File: src/rtl/ram_port_arbiter_if.sv
// Bundle of the fetch, load/store and RAM-side signals around the RAM port arbiter.
// The slave modport is the arbiter's view; master is the core/RAM side.
interface ram_port_arbiter_if #(
    parameter int unsigned ADDR_W = 30,
    parameter int unsigned DATA_W = 32
) ();
    logic              i_req;
    logic [ADDR_W-1:0] i_addr;
    logic              i_gnt;
    logic              i_rvalid;
    logic [DATA_W-1:0] i_rdata;

    logic              d_req;
    logic              d_we;
    logic [ADDR_W-1:0] d_addr;
    logic [DATA_W-1:0] d_wdata;
    logic              d_gnt;
    logic              d_rvalid;
    logic [DATA_W-1:0] d_rdata;

    logic              ram_wren;
    logic [ADDR_W-1:0] ram_address;
    logic [DATA_W-1:0] ram_data;
    logic [DATA_W-1:0] ram_q;

    modport slave (
        input  i_req, i_addr, d_req, d_we, d_addr, d_wdata, ram_q,
        output i_gnt, i_rvalid, i_rdata, d_gnt, d_rvalid, d_rdata,
        output ram_wren, ram_address, ram_data
    );

    modport master (
        output i_req, i_addr, d_req, d_we, d_addr, d_wdata, ram_q,
        input  i_gnt, i_rvalid, i_rdata, d_gnt, d_rvalid, d_rdata,
        input  ram_wren, ram_address, ram_data
    );
endinterface

File: src/rtl/ram_port_arbiter.sv
// Shares a single-port, 1-cycle-latency RAM between instruction fetch (I) and load/store (D).
// D has priority unless I has been denied MAX_WAIT consecutive cycles.
module ram_port_arbiter #(
    parameter int unsigned ADDR_W   = 30,
    parameter int unsigned DATA_W   = 32,
    parameter int unsigned MAX_WAIT = 4
) (
    input  logic                clk,
    input  logic                rst_n,
    ram_port_arbiter_if.slave   bus
);
    localparam logic [3:0] MaxWaitC = 4'(MAX_WAIT);

    typedef enum logic [1:0] {OwnNone, OwnI, OwnD} owner_e;

    owner_e     owner_q, owner_d;
    logic [3:0] wait_q, wait_d;
    logic       force_i;
    logic       i_gnt, d_gnt;

    assign force_i = (wait_q == MaxWaitC);
    assign d_gnt   = bus.d_req & ~(bus.i_req & force_i);
    assign i_gnt   = bus.i_req & ~d_gnt;

    assign bus.i_gnt       = i_gnt;
    assign bus.d_gnt       = d_gnt;
    assign bus.ram_address = d_gnt ? bus.d_addr : bus.i_addr;
    assign bus.ram_data    = bus.d_wdata;
    // Gated by rst_n so no write can reach the RAM while reset is held.
    assign bus.ram_wren    = d_gnt & bus.d_we & rst_n;

    assign bus.i_rvalid = (owner_q == OwnI);
    assign bus.d_rvalid = (owner_q == OwnD);
    assign bus.i_rdata  = bus.ram_q;
    assign bus.d_rdata  = bus.ram_q;

    always_comb begin
        owner_d = OwnNone;
        if (i_gnt) begin
            owner_d = OwnI;
        end else if (d_gnt && !bus.d_we) begin
            owner_d = OwnD;
        end
    end

    always_comb begin
        wait_d = wait_q;
        if (!bus.i_req || i_gnt) begin
            wait_d = 4'd0;
        end else if (wait_q != MaxWaitC) begin
            wait_d = wait_q + 4'd1;
        end
    end

    always_ff @(posedge clk or negedge rst_n) begin
        if (!rst_n) begin
            owner_q <= OwnNone;
            wait_q  <= 4'd0;
        end else begin
            owner_q <= owner_d;
            wait_q  <= wait_d;
        end
    end
endmodule
File: src/flat_wrapper.sv
// flat-port wrapper written by rule: the top's interface ports become plain ports
module ram_port_arbiter_flat 
#(
    parameter int unsigned ADDR_W   = 30,
    parameter int unsigned DATA_W   = 32,
    parameter int unsigned MAX_WAIT = 4
)
  (clk, rst_n, bus_i_req, bus_i_addr, bus_d_req, bus_d_we, bus_d_addr, bus_d_wdata, bus_ram_q, bus_i_gnt, bus_i_rvalid, bus_i_rdata, bus_d_gnt, bus_d_rvalid, bus_d_rdata, bus_ram_wren, bus_ram_address, bus_ram_data);
  ram_port_arbiter_if #(.ADDR_W(ADDR_W), .DATA_W(DATA_W)) bus_i ();
  input  logic clk;
  input  logic rst_n;
  input wire logic [$bits(bus_i.i_req)-1:0] bus_i_req;
  input wire logic [$bits(bus_i.i_addr)-1:0] bus_i_addr;
  input wire logic [$bits(bus_i.d_req)-1:0] bus_d_req;
  input wire logic [$bits(bus_i.d_we)-1:0] bus_d_we;
  input wire logic [$bits(bus_i.d_addr)-1:0] bus_d_addr;
  input wire logic [$bits(bus_i.d_wdata)-1:0] bus_d_wdata;
  input wire logic [$bits(bus_i.ram_q)-1:0] bus_ram_q;
  output wire logic [$bits(bus_i.i_gnt)-1:0] bus_i_gnt;
  output wire logic [$bits(bus_i.i_rvalid)-1:0] bus_i_rvalid;
  output wire logic [$bits(bus_i.i_rdata)-1:0] bus_i_rdata;
  output wire logic [$bits(bus_i.d_gnt)-1:0] bus_d_gnt;
  output wire logic [$bits(bus_i.d_rvalid)-1:0] bus_d_rvalid;
  output wire logic [$bits(bus_i.d_rdata)-1:0] bus_d_rdata;
  output wire logic [$bits(bus_i.ram_wren)-1:0] bus_ram_wren;
  output wire logic [$bits(bus_i.ram_address)-1:0] bus_ram_address;
  output wire logic [$bits(bus_i.ram_data)-1:0] bus_ram_data;
  assign bus_i.i_req = bus_i_req;
  assign bus_i.i_addr = bus_i_addr;
  assign bus_i.d_req = bus_d_req;
  assign bus_i.d_we = bus_d_we;
  assign bus_i.d_addr = bus_d_addr;
  assign bus_i.d_wdata = bus_d_wdata;
  assign bus_i.ram_q = bus_ram_q;
  assign bus_i_gnt = bus_i.i_gnt;
  assign bus_i_rvalid = bus_i.i_rvalid;
  assign bus_i_rdata = bus_i.i_rdata;
  assign bus_d_gnt = bus_i.d_gnt;
  assign bus_d_rvalid = bus_i.d_rvalid;
  assign bus_d_rdata = bus_i.d_rdata;
  assign bus_ram_wren = bus_i.ram_wren;
  assign bus_ram_address = bus_i.ram_address;
  assign bus_ram_data = bus_i.ram_data;
  ram_port_arbiter #(.ADDR_W(ADDR_W), .DATA_W(DATA_W), .MAX_WAIT(MAX_WAIT)) u_core (.clk(clk), .rst_n(rst_n), .bus(bus_i));
endmodule
File: config.mk
export PLATFORM = sky130hd
export DESIGN_NAME = ram_port_arbiter_flat
export DESIGN_NICKNAME = d
export VERILOG_FILES = /design/src/rtl/ram_port_arbiter_if.sv /design/src/rtl/ram_port_arbiter.sv /design/src/flat_wrapper.sv
export SDC_FILE = /design/constraint.sdc
export NUM_CORES = 1
export LEC_CHECK = 0
export ABC_CLOCK_PERIOD_IN_PS = 3900
export BUFFER_PORTS_ARGS = -buffer_cell sky130_fd_sc_hd__buf_2
export CORE_AREA = 2 2 102 104
export DETAILED_ROUTE_END_ITERATION = 16
export DIE_AREA = 0 0 104 106
export REMOVE_ABC_BUFFERS = 1
export SYNTH_ARGS = -nofsm -noshare
export SYNTH_HDL_FRONTEND = slang
export SYNTH_SLANG_ARGS = --single-unit
File: constraint.sdc
create_clock -name clk -period 3.9 [get_ports clk]
set_input_delay 1.17 -clock clk [delete_from_list [all_inputs] [get_ports clk]]
set_output_delay 1.17 -clock clk [all_outputs]
set_load 0.005 [all_outputs]
* Yosys cells after proc, flatten, opt, wreduce, memory -nomap -nowiden
Cells that the tools add are included.
Cells by class: $add $sub $neg 1, eq/ne operators 4, mux-type cells 5, bitwise operators 7, reduce and logical (&&, ||, !) cells 5
Operators by type and width (number):
- $mux W30 | 1
- $mux W4 | 2
- $and A1 B1 Y1 | 5
- $add A4 B1 Y4 const B | 1
- $eq A4 B3 Y1 const B | 1
- $mux W2 | 2
- $ne A4 B3 Y1 const B | 1
- $eq A2 B1 Y1 const B | 1
- $eq A2 B2 Y1 const B | 1
- $logic_not A1 Y1 | 2
- $not A1 Y1 | 2
- $reduce_bool A2 Y1 | 1
- $logic_and A1 B1 Y1 | 1
- $logic_or A1 B1 Y1 | 1
Word-level totals: register bits after elaboration 6, input port bits 129, output and inout port bits 131, logic and storage cells 24

* Logic depth before layout (Yosys ltp)
Gate-level depths: netlist of the first run.
depth after elaboration 8, gate-level depth with buffers 6, depth with buffers taken out 6

* Least setup slack after synthesis of the first run
OpenSTA, ideal clock, no wires.
path kind input to output, start point in bus_i_req, end point out bus_ram_address[0], data arrival time 1.889 ns, data required time 2.730 ns, path slack 0.841 ns, cell stages on the path 4, buffers on the path 1, cells stage by stage nand4b_2 -> nand2_4 -> buf_12 -> mux2_4
On the way: word-level cells in the longest chain between the ends 4
Ends and longest elaborated chain:
- start, declared | RTL line flat_wrapper.sv:12 | input wire logic [$bits(bus_i.i_req)-1:0] bus_i_req;
- $and A1 B1 Y1 | RTL line ram_port_arbiter.sv:22 | assign d_gnt = bus.d_req & ~(bus.i_req & force_i);
- $not A1 Y1 | RTL line ram_port_arbiter.sv:22
- $and A1 B1 Y1 | RTL line ram_port_arbiter.sv:22
- $mux W30 | RTL line ram_port_arbiter.sv:27 | assign bus.ram_address = d_gnt ? bus.d_addr : bus.i_addr;
- end, declared | RTL line flat_wrapper.sv:26 | output wire logic [$bits(bus_i.ram_address)-1:0] bus_ram_address;
Every way passes these cells.

* Final worst setup path of the first run
start point in bus_i_req, end point out bus_ram_address[25]
The elaborated chain is that of the path after synthesis.

==> results.tsv, run 1 <==
stage	metric	value	unit
pwr	Pleak	0.832	nW
route	DRT Pass-1 Iters	4	
synth	Mapped Area	1520	sq um
critical_path	Critical Path RT	2730	ps
route	post-DR wirelength/cell	37.3	um
cells_and_area	Fillers	1183	
cells_and_area	Seq. cell area	150	sq um
cells_and_area	ant diodes	0	
route	drt total wl	11000	um
clocking	H-Tree Depth	1	
clocking	Worst-path clk slew	40	ps
grt	first-pass GRT wire length	13300	um
route	vias per cell	3.69	
grt	Total GRT Usage	19.1	%
place	Port-buffer cells	99	
floorplan	die area	11000	sq um
critical_path	Crit Path Max Fanout	16	
clocking	TritonCTS Buffers	3	
sta	final setup vio count	0	
cells_and_area	Layout area overhead	-3.05	%
sta	setup ws final	406	ps
synth	ys async rst share	100	%
status	status	complete, no violations	
synth	Seq/Total Area, Yosys	9.88	%
sta	Tcrit/Tclk final	89.6	%
synth	Yosys cell types	17	
synth	Post-synth top flop	dfrtp_1	
critical_path	Crit path arrival time	2320	ps
floorplan	chip width	104	um
clocking	CTS tree	built	
route	vias	1090	
clocking	hold_buf cts	0	
critical_path	Setup crit start kind	primary input	
min_path	Hold Path Class	reg2reg	
synth	number of synthesized register bits	6	
cells_and_area	fin nets	292	
sta	Slew Viols, Final	0	
cells_and_area	area of the multi-input gates	577	sq um
sta	Fin. Hold Viols	0	
floorplan	Cell Rows	37	
synth	Avg Cell Area, Syn	9.86	sq um
pwr	pwr dens	195	nW/um^2
floorplan	Core Area	10000	sq um
grt	vias in the first global route	1004	
place	detailed placement HPWL	10200	um
sta	Setup TNS Final	0	ps
sta	relative slew slack	85.9	%
clocking	PostCTS Resize Cnt	0	
critical_path	CP endpoint kind	primary output	
synth	top cells by count, synth	buf_4 (96), mux2_4 (28), dfrtp_1 (6), and3_2 (4)	
place	GPL Wtd Cong	0.829	
clocking	Clock Latency Late Sink	230	ps
synth	Mapped Cells	154	
floorplan	io pins	260	
clocking	# Post-CTS Setup Buffers	0	
grt	largest net degree at the start of global routing	17	
clocking	Clock Path Buffers	2	
synth	count leader, synth	buf_4	
route	DRT antenna net count	0	
synth	Synth area leaders	buf_4 (47%), mux2_4 (28%), dfrtp_1 (9.9%), buf_12 (4.0%), and3_2 (2.0%)	
clocking	TritonCTS sink count	6	
grt	total grt overflow	0	
cells_and_area	final instance area	1470	sq um
grt	initial antenna violation count	1	
synth	EDFF count, synth	0	
synth	top cell type's share of synthesized area	47.4	%
route	DRT iter0 DRCs	53	
sta	worst clock skew	5.47	ps
floorplan	Die Height	106	um
sta	unrepaired setup endpoints after global routing	no	
sta	Achievable Freq	286	MHz
clocking	Clock Tree Root	clkbuf_8	
cells_and_area	share of layout cells above drive strength 1	88.7	%
floorplan	Starting Density	15.2	%
cells_and_area	post-route insts no fill	295	
pwr	Peak VDD IR	0.0676	mV
place	Post-Place Cells	292	
critical_path	Critical Setup Path Class	in2out	
route	DRC Markers	0	
sta	Least-Margin Pin Slew	212	ps
synth	largest area contributor in the netlist	buf_4	
synth	yosys warns	0	
sta	fin crit period	3490	ps
place	DP Area	1430	sq um
place	worst slack, placed	391	ps
run	Max-Cap Viols	0	
[flip-flops by register name, indices dropped and copies added, names as in the netlist]
signal / count
u_core.wait_q: 4
u_core.owner_q: 2
[final cells by class]
type                    instances  share of cell area [%]
repair buffers                101                    35.5
multi-input cells              46                    39.2
inverters                       3                   0.765
well taps                     136                    11.6
clock buffers                   3                    2.80
flip-flops and latches          6                    10.2
[worst max-delay path, cell delays in order]
cell and delay, ps:
buf_2 130, nand4b_2 140, nand2_4 210, buf_12 210
mux2_4 320, buf_2 130
[placed cells by master (no fill, tap or decap)]
cell / n
buf_2: 99
mux2_4: 28
dfrtp_1: 6
and3_2: 4
inv_1: 3
clkbuf_8: 3
nor2b_1: 2
mux2_2: 2
ha_1: 2
nand4b_2: 1
nand2_4: 1
and2_2: 1
and3_1: 1
nor2_1: 1
nand3_1: 1
xnor2_1: 1
xor2_1: 1
buf_12: 1
buf_4: 1
[stage by stage]
stage | power [W] | hold WS [ps] | util (%)
after floorplan | 0.000124 | 596 | -
after global placement | 0.000192 | 627 | 14.3
after detailed placement | 0.000195 | 631 | 14.3
after CTS | 0.000290 | 648 | 14.7
after global routing | 0.000302 | 684 | 14.7
final | 0.000287 | 658 | 14.7
[where the power goes]
group	internal (W)	switching, W
Sequential	0.0000646	0.00000133
Clock	0.0000665	0.0000285
Combinational	0.0000804	0.0000459
Total	0.000211	0.0000757
[cells by family (layout without fill, tap and decap cells)]
group,Yosys count,count (layout),synth area share [%]
XOR/XNOR,2,2,1.15
adder cells (fa/ha/maj),2,2,1.65
buffers and inverters,102,107,52.1
flip-flops,6,6,9.88
multiplexers,30,30,29.2
AND/OR/NAND/NOR,12,12,6.01
[path summary, 6_finish.rpt]
kind                                                   start                            to  slack, ps  depth (start not counted)
worst min-delay path            u_core.wait_q[0]$_DFFE_PN0P_  u_core.wait_q[0]$_DFFE_PN0P_        660                          2
worst max-delay path                               bus_i_req           bus_ram_address[25]        410                          6
max in group asynchronous                              rst_n   u_core.owner_q[0]$_DFF_PN0_       2970                          1
min in group asynchronous                              rst_n  u_core.wait_q[0]$_DFFE_PN0P_        770                          1
worst max register to register  u_core.wait_q[0]$_DFFE_PN0P_  u_core.wait_q[0]$_DFFE_PN0P_       2430                          6
worst min register to register  u_core.wait_q[0]$_DFFE_PN0P_  u_core.wait_q[0]$_DFFE_PN0P_        660                          2
[metal layers]
layer  global-route usage, %  part of all wire [%]
met5                   0.952                  0.54
met4                    3.67                   1.8
met3                    26.6                    28
met2                    27.9                    43
met1                    14.9                    26
Power figures use the tool's default switching activity.
==> run 2, diff against run 1 <==
--- a/config.mk
+++ b/config.mk
@@ -5,11 +5,12 @@
 export SDC_FILE = /design/constraint.sdc
 export NUM_CORES = 1
 export LEC_CHECK = 0
+export ABC_AREA = 1
 export ABC_CLOCK_PERIOD_IN_PS = 3900
 export BUFFER_PORTS_ARGS = -buffer_cell sky130_fd_sc_hd__buf_2
-export CORE_AREA = 2 2 102 104
+export CORE_AREA = 2 2 101 103
 export DETAILED_ROUTE_END_ITERATION = 16
-export DIE_AREA = 0 0 104 106
+export DIE_AREA = 0 0 103 105
 export REMOVE_ABC_BUFFERS = 1
 export SYNTH_ARGS = -nofsm -noshare
 export SYNTH_HDL_FRONTEND = slang
==> results.tsv, run 2 <==
stage	metric	value	unit	change
clocking	Worst-path clk slew	40	ps	about the same
sta	Setup TNS Final	0	ps	unchanged
critical_path	Critical Path RT	2730	ps	about the same
floorplan	die area	10800	sq um	was 11000 sq um
sta	Least-Margin Pin Slew	339	ps	was 212 ps
synth	Synth area leaders	buf_4 (48%), nand2_1 (16%), nand3_1 (11%), dfrtp_1 (10%), inv_1 (2.3%)		was buf_4 (47%), mux2_4 (28%), dfrtp_1 (9.9%), buf_12 (4.0%), and3_2 (2.0%)
synth	Mapped Area	1500	sq um	was 1520 sq um
synth	Yosys cell types	16		was 17
route	DRT antenna net count	0		unchanged
route	drt total wl	11700	um	was 11000 um
place	GPL Wtd Cong	0.882		was 0.829
min_path	Hold EP	u_core.wait_q[0]$_DFFE_PN0P_		unchanged
place	Post-Place Cells	363		was 292
cells_and_area	most common cell after layout, fill and taps aside	buf_2		unchanged
cells_and_area	Layout area overhead	-4.92	%	was -3.05%
clocking	Clock Path Buffers	2		unchanged
synth	top cells by count, synth	buf_4 (96), nand2_1 (64), nand3_1 (33), inv_1 (9), nor2_1 (9)		was buf_4 (96), mux2_4 (28), dfrtp_1 (6), and3_2 (4)
sta	Fin. Hold Viols	0		unchanged
cells_and_area	share of layout cells above drive strength 1	46.4	%	was 88.7%
critical_path	Critical path buffers and inverters	4		was 3
clocking	TritonCTS Buffers	3		unchanged
grt	Total GRT Usage	20.4	%	was 19.1%
grt	first-pass GRT wire length	14100	um	was 13300 um
pwr	Peak VDD IR	0.0799	mV	was 0.0676 mV
critical_path	flop2flop setup slack	2360	ps	was 2430 ps
min_path	Hold Crit Start	u_core.wait_q[0]$_DFFE_PN0P_		unchanged
synth	ys async rst share	100	%	unchanged
synth	number of synthesized register bits	6		unchanged
clocking	PostCTS Resize Cnt	0		unchanged
synth	Post-synth top flop	dfrtp_1		unchanged
critical_path	Crit path largest cell delay	200	ps	was 320 ps
route	DRT iter0 DRCs	95		was 53
floorplan	Starting Density	15.6	%	was 15.2%
critical_path	Crit path arrival time	2190	ps	was 2320 ps
route	DRC Markers	0		unchanged
synth	top cell type's share of synthesized area	48.0	%	was 47.4%
sta	fin crit period	3360	ps	was 3490 ps
floorplan	Core Area	9640	sq um	was 10000 sq um
critical_path	Setup crit start kind	primary input		unchanged
critical_path	r2r startpoint	u_core.wait_q[0]$_DFFE_PN0P_		unchanged
floorplan	chip width	103	um	was 104 um
critical_path	CP endpoint kind	primary output		unchanged
critical_path	worst r2r dst	u_core.owner_q[0]$_DFF_PN0_		was u_core.wait_q[0]$_DFFE_PN0P_
cells_and_area	ant diodes	0		unchanged
status	status	complete, no violations		unchanged
min_path	Hold Path Class	reg2reg		unchanged
clocking	TritonCTS sink count	6		unchanged
grt	total grt overflow	0		unchanged
synth	Avg Cell Area, Syn	6.42	sq um	was 9.86 sq um
pwr	Total Power	0.000274	W	was 0.000287 W
critical_path	Largest delay share family, worst path	simple AND/OR/NAND/NOR gates		was buffers and inverters
synth	Seq/Total Area, Yosys	10.0	%	was 9.88%
clocking	Clock Latency Late Sink	230	ps	about the same
synth	count leader, synth	buf_4		unchanged
place	detailed placement HPWL	10600	um	was 10200 um
route	post-DR wirelength/cell	32.0	um	was 37.3 um
grt	vias in the first global route	1362		was 1004
sta	Slew Viols, Final	0		unchanged
pwr	pwr dens	192	nW/um^2	was 195 nW/um^2
route	DRT Pass-1 Iters	4		unchanged
clocking	Clock Tree Root	clkbuf_8		unchanged
sta	Tcrit/Tclk final	86.1	%	was 89.6%
cells_and_area	post-route insts no fill	366		was 295
sta	relative slew slack	77.4	%	was 85.9%
sta	Achievable Freq	298	MHz	was 286 MHz
critical_path	Critical Setup Path Class	in2out		unchanged
floorplan	io pins	260		unchanged
cells_and_area	max reg flops	4		unchanged
synth	yosys warns	0		unchanged
clocking	CTS tree	built		unchanged
critical_path	Crit Path Max Fanout	33		was 16
cells_and_area	most frequent cells in the layout	buf_2 (99), nand2_1 (64), nand3_1 (33)		was buf_2 (99), mux2_4 (28), dfrtp_1 (6)
cells_and_area	top flop regs	u_core.wait_q (4), u_core.owner_q (2)		unchanged
run	Max-Cap Viols	0		unchanged
sta	final setup vio count	0		unchanged
grt	largest net degree at the start of global routing	34		was 17
clocking	H-Tree Depth	1		unchanged
synth	Mapped Cells	234		was 154
critical_path	Max stage delay cell, worst path	nand2_8		was mux2_4
floorplan	Die Height	105	um	was 106 um
clocking	hold_buf cts	0		unchanged
critical_path	CP Cell Sequence	buf_2, nand2_1, inv_1, nand2_4, nand2_8, inv_1, nor2_1, buf_2		was buf_2, nand4b_2, nand2_4, buf_12, mux2_4, buf_2
floorplan	Cell Rows	36		was 37
synth	EDFF count, synth	0		unchanged
critical_path	depth of the most critical reg-to-reg path	8		was 6
route	vias	1512		was 1090
pwr	Pleak	0.872	nW	was 0.832 nW
sta	worst clock skew	3.41	ps	was 5.47 ps
grt	initial antenna violation count	0		was 1
clocking	# Post-CTS Setup Buffers	0		unchanged
cells_and_area	fin nets	366		was 292
min_path	WHS Path Cells	1		was 2
cells_and_area	Most flops, register	u_core.wait_q		unchanged
place	Port-buffer cells	99		unchanged
sta	unrepaired setup endpoints after global routing	no		unchanged
synth	largest area contributor in the netlist	buf_4		unchanged
route	vias per cell	4.13		was 3.69
-- run 2: report_power, final --
| group | internal [W] | switching, W |
|---|---|---|
| registers | 0.0000646 | 0.00000192 |
| clock network | 0.0000665 | 0.0000292 |
| logic | 0.0000563 | 0.0000558 |
-- run 2: metal layers --
metal  GRT usage [%]  wire, um
met1            14.3      2730
met2            30.7      4990
met3            27.0      3430
met4            6.67       466
met5            8.72        81
-- run 2: how the worst max path moves through the flow --
stage	slack [ps]	depth (start not counted)	startpoint	to
finish	540	8	bus_i_req	bus_i_gnt
global route	400	8	bus_i_req	bus_i_gnt
CTS	510	8	bus_i_req	bus_i_gnt
detailed placement	510	8	bus_i_req	bus_i_gnt
global placement	520	8	bus_i_req	bus_i_gnt
floorplan	870	6	bus_i_req	bus_i_gnt
-- run 2: per-stage QoR --
step	utilization [%]	hold slack, ps	instance area (sq um)	worst slack, ps
6_report	14.8	529	1430	540
5_1_grt	14.8	562	1430	399
4_1_cts	14.8	526	1430	511
3_5_place_dp	14.4	520	1390	515
3_3_place_gp	14.4	505	1390	521
2_1_floorplan	-	473	709	869
-- run 2: kinds of logic after synthesis --
logic type / after synthesis / synth area share (%)
simple gates: 110 / 32.5
xor+xnor: 1 / 0.583
fa+ha+maj: 2 / 1.67
buf+inv: 115 / 55.2
flops: 6 / 10.0
-- run 2: final cells by class --
cell class	instances	area, sq um
flip-flops and latches	6	150
clock buffers	3	41.3
repair buffers	101	510
inverters	10	37.5
well taps	133	166
multi-input cells	113	522
fillers	1160	8210
